File: src/rtl/round_ctrl.sv
// Round sequencer and push-button arbiter for the tug-of-war game.
// Optional LIT-state timeout is compiled in with `define ROUND_CTRL_TIMEOUT_EN.
module round_ctrl #(
   parameter int unsigned MIN_DELAY   = 1000,
   parameter int unsigned RAND_W      = 10,
   parameter int unsigned HOLD_CYCLES = 500,
   parameter logic [15:0] SEED        = 16'hACE1,
   parameter int unsigned TIMEOUT     = 5000
) (
   input  logic clk,
   input  logic rst,
   input  logic pb_l,
   input  logic pb_r,
   input  logic game_over,
   output logic leds_on,
   output logic winrnd,
   output logic right,
   output logic tie
);

   if (RAND_W < 1 || RAND_W > 16 || SEED == 16'h0000 || TIMEOUT < 1) begin : g_bad_params
      $error("round_ctrl: illegal parameter value");
   end

   typedef enum logic [2:0] {
      IDLE,
      WAIT,
      LIT,
      RESULT,
      HOLD,
      DONE
   } state_t;

   state_t      state;
   state_t      state_next;
   logic [15:0] lfsr;
   logic        lfsr_fb;
   logic [31:0] cnt;
   logic [31:0] cnt_next;
   logic [31:0] round_delay;
   logic        prev_l;
   logic        prev_r;
   logic        edge_l;
   logic        edge_r;
   logic        any_edge;
   logic        cap_leds;
   logic        cap_right;
   logic        cap_tie;
   logic        cap_leds_next;
   logic        cap_right_next;
   logic        cap_tie_next;

   // Previous-value flops reset high so a button held through reset is not a press.
   assign edge_l   = pb_l & ~prev_l;
   assign edge_r   = pb_r & ~prev_r;
   assign any_edge = edge_l | edge_r;

   assign lfsr_fb     = lfsr[15] ^ lfsr[13] ^ lfsr[12] ^ lfsr[10];
   assign round_delay = 32'(MIN_DELAY) + 32'(lfsr[15 -: RAND_W]);

   always_ff @(posedge clk or posedge rst) begin
      if (rst) begin
         state     <= IDLE;
         lfsr      <= SEED;
         cnt       <= '0;
         prev_l    <= 1'b1;
         prev_r    <= 1'b1;
         cap_leds  <= 1'b0;
         cap_right <= 1'b0;
         cap_tie   <= 1'b0;
      end else begin
         state     <= state_next;
         lfsr      <= {lfsr[14:0], lfsr_fb};
         cnt       <= cnt_next;
         prev_l    <= pb_l;
         prev_r    <= pb_r;
         cap_leds  <= cap_leds_next;
         cap_right <= cap_right_next;
         cap_tie   <= cap_tie_next;
      end
   end

   // The counter saturates at zero; states that load it override the default decrement.
   always_comb begin
      state_next     = state;
      cnt_next       = (cnt != 32'd0) ? cnt - 32'd1 : cnt;
      cap_leds_next  = cap_leds;
      cap_right_next = cap_right;
      cap_tie_next   = cap_tie;
      case (state)
         IDLE: begin
            if (game_over) begin
               state_next = DONE;
            end else if (!pb_l && !pb_r) begin
               state_next = WAIT;
               cnt_next   = round_delay;
            end
         end
         WAIT: begin
            if (any_edge) begin
               state_next     = RESULT;
               cap_leds_next  = 1'b0;
               cap_right_next = edge_r & ~edge_l;
               cap_tie_next   = edge_l & edge_r;
            end else if (cnt == 32'd0) begin
               state_next = LIT;
`ifdef ROUND_CTRL_TIMEOUT_EN
               cnt_next   = 32'(TIMEOUT);
`endif
            end
         end
         LIT: begin
            if (any_edge) begin
               state_next     = RESULT;
               cap_leds_next  = 1'b1;
               cap_right_next = edge_r & ~edge_l;
               cap_tie_next   = edge_l & edge_r;
`ifdef ROUND_CTRL_TIMEOUT_EN
            end else if (cnt == 32'd0) begin
               state_next = HOLD;
               cnt_next   = 32'(HOLD_CYCLES);
`endif
            end
         end
         RESULT: begin
            state_next = HOLD;
            cnt_next   = 32'(HOLD_CYCLES);
         end
         HOLD: begin
            if (cnt == 32'd0) begin
               state_next = IDLE;
            end
         end
         DONE: begin
            state_next = DONE;
         end
         default: begin
            state_next = IDLE;
         end
      endcase
   end

   always_comb begin
      leds_on = (state == LIT) || ((state == RESULT) && cap_leds);
      winrnd  = (state == RESULT);
      right   = (state == RESULT) && cap_right;
      tie     = (state == RESULT) && cap_tie;
   end

endmodule
File: config.mk
export PLATFORM = sky130hd
export DESIGN_NAME = round_ctrl
export DESIGN_NICKNAME = d
export VERILOG_FILES = /design/src/rtl/round_ctrl.sv
export SDC_FILE = /design/constraint.sdc
export NUM_CORES = 1
export LEC_CHECK = 0
export ABC_AREA = 1
export BUFFER_PORTS_ARGS = -buffer_cell sky130_fd_sc_hd__buf_2
export CORE_MARGIN = 4
export CORE_UTILIZATION = 50
export DETAILED_ROUTE_END_ITERATION = 10
export GPL_TIMING_DRIVEN = 0
export PLACE_DENSITY = 0.66
export SLEW_MARGIN = 5
export SYNTH_ARGS = -nofsm -noshare
export SYNTH_HDL_FRONTEND = slang
export SYNTH_SLANG_ARGS = --single-unit
File: constraint.sdc
create_clock -name clk -period 3.5 [get_ports clk]
set_input_delay 0.7 -clock clk [delete_from_list [all_inputs] [get_ports clk]]
set_output_delay 0.7 -clock clk [all_outputs]
set_load 0.03 [all_outputs]
==> out/qor.txt <==
Pins Over Slew Limit -> 0
Layout Nets -> 464
die footprint -> 8072 µm²
total power -> 2882 µW
Die X -> 89.85 µm
Clk pin slew, worst setup/hold paths -> 0.11 ns
layout cells sized above 1 -> 15.54%
H-tree depth -> 2
pin count of the biggest net entering global routing -> 36
average wire per standard cell -> 13.96 µm
adder-cell area share of the yosys netlist -> 1.121%
Rel. slew slack -> 69.31%
syn nets -> 448
critical path peak fanout -> 7
Synth Area in Simple Gates -> 35.97%
Crit path required time -> 2.80 ns
Synth area leader -> dfrtp_1
final period utilization -> 64.91%
Worst Max-Slew Pin Slew -> 0.4596 ns
count leader, synth -> nand2_1
multiplexer area fraction after synthesis -> 0%
chip height -> 89.85 µm
clock root cell -> clkbuf_8
largest family of logic cells by synthesized area -> simple AND/OR/NAND/NOR gates
Critical Path AT -> 1.57 ns
Final Hold Fails -> 0
via count -> 2818
count of different cell masters after synthesis -> 35
f_max -> 0.4402 GHz
Layout Area Growth over Synthesis -> 7.508%
# DRC -> 0
dpl ws -> 1.472 ns
Post-synth EDFFs -> 0
Clock Latency Late Sink -> 0.32 ns
TritonCTS clock tree -> yes
final setup fails -> 0
Top FF cell, synth -> dfrtp_1
Synth Warn # -> 0
pwr/cell area -> 800.3 nW/µm²
Final Routed Wirelength -> 7453 µm
synth top area cells -> dfrtp_1, nand2_1, dfstp_2
Synth Area in Compound Gates -> 8.816%
GRT Util Overall -> 19.83%
post-cts sizing count -> 0
vias in the first global route -> 2803
Routed Antenna Nets -> 0
Synth Instances -> 440
Max Clock Skew -> 0.01246 ns
DRT Pass-1 Iters -> 4
syn avg cell area -> 7.612 µm²
Iter 0 DRT Violations -> 103
Hold Buf Count CTS -> 0
post-layout util -> 56.07%
smallest hold slack -> 0.3601 ns
fin crit period -> 2.272 ns
total CTS buffers -> 5
hpwl dp -> 5794 µm
Via density -> 5.277
Yosys top cell area share -> 34.37%
Worst VDD drop -> 0.0003258 V
Critical Path Source Type -> register
port bufs -> 8
Final WS setup -> 1.228 ns
RSZ-0062 raised after global routing -> no
Post-synth top cells -> nand2_1, nor2_1, inv_1, dfrtp_1, nand3_1
post-synthesis xor/xnor area fraction -> 4.445%
mapped cell area -> 3349 µm²
n_diodes -> 0
first-pass GRT wire length -> 13050 µm
row cnt -> 29
critical path cell sequence -> nand2_1 > nor2_4 > inv_2 > nor2_1 > buf_2
initial core utilization -> 52.15%
IO Count -> 9
maximum root-to-sink buffer count -> 2
outcome -> completed
RD Place Congestion -> 0.8827
ys async rst share -> 100.0%
max_cap viols -> 0
Crit. End Element -> output pin
delay-heaviest family, CP -> simple AND/OR/NAND/NOR gates
CP max stage cell -> dfrtp_1
CP Class -> register to output pin
Buf/Inv on CP -> 2
Static Leak -> 0.001839 µW
Post CTS Setup Buffer Count -> 0
register area share after synthesis -> 42.21%
setup_tns -> 0 ns
Hold Crit Class -> register to register
core area -> 6422 µm²
GRT Residual Overflow -> 0
total clock sinks -> 56
max incr delay on CP -> 0.46 ns
FF+latch count, synth -> 56
antenna violations before repair -> 0
==> cells in the final DEF (no fill, tap or decap), types with 2 or more instances in the layout <==
master      n
xnor2_1     4
o21ai_1    10
nand2_2     2
inv_1      53
nor2_4      8
inv_2       6
ha_1        3
nand2_1   104
buf_2       9
o211ai_1    3
dfrtp_1    46
o21ai_0    17
nand2_4     2
o31ai_1     2
nor2_1     66
xor2_1     13
nor3_2     10
clkbuf_8    5
nor3_1      6
nand4_1    13
nand3_1    25
nor2_2      8
buf_6       2
a21oi_1    15
clkinv_4    2
dfstp_2    10
==> cells by family after synthesis <==
kind of cell | Yosys count
AOI/OAI and AO/OA | 51
adders and majority gates | 3
buffers and inverters | 62
DFF | 56
and+or+nand+nor | 251
xor gates and xnor gates | 17
==> cell type report <==
cell class | instances | area, µm²
fillers | 625 | 2821
plain buffers | 3 | 27.53
repair buffers | 9 | 60.06
clock buffers | 5 | 68.82
inverters | 59 | 221.5
well taps | 77 | 96.34
flip-flops and latches | 56 | 1414
multi-input cells | 322 | 1687
clock inverters | 3 | 26.28
==> registers in the layout (all words and copies together) (netlist names) <==
name / cells
prev_l: 1
cap_tie: 1
cap_right: 1
cap_leds: 1
prev_r: 1
lfsr: 16
state: 3
cnt: 32
==> worst paths after layout <==
check / startpoint / endpoint / slack, ns / depth (start not counted)
max: state[0] / right / 1.23 / 5
min: lfsr[6] / lfsr[7] / 0.36 / 0
max reg2reg: cnt[0] / cnt[17] / 1.53 / 9
min reg2reg: lfsr[6] / lfsr[7] / 0.36 / 0
max in group asynchronous: rst / lfsr[6] / 2.53 / 3
min in group asynchronous: rst / lfsr[9] / 0.37 / 2
==> worst register-to-register path, stage by stage (launching register included) <==
cell and delay (ns):
dfrtp_1 0.43, inv_2 0.16, ha_1 0.26, nand2_1 0.11, nor2_4 0.18, nand2_1 0.11, nor2_4 0.32, nor2_1 0.11
o21ai_0 0.08, o21ai_0 0.09
==> per-stage QoR <==
stage	area [µm²]	cells
global route	3601	534
global placement	3486	525
detailed placement	3506	526
floorplan	3349	440
CTS	3601	534
finish	3601	534
==> where the power goes <==
group | internal (µW) | switching (µW) | leakage (µW)
logic | 511 | 1060 | 0.00107
clock network | 147 | 230 | 0.0000487
registers | 788 | 150 | 0.000719
==> metal layers <==
layer | global-route usage, % | vias up | share of wire, %
met5 | 0 | - | 0
met4 | 6.258 | 0 | 1.6
met3 | 3.673 | 14 | 4.2
met2 | 33.90 | 53 | 48
met1 | 25.51 | 1317 | 46
li1 | - | 1434 | -
Power figures use the tool's default switching activity.
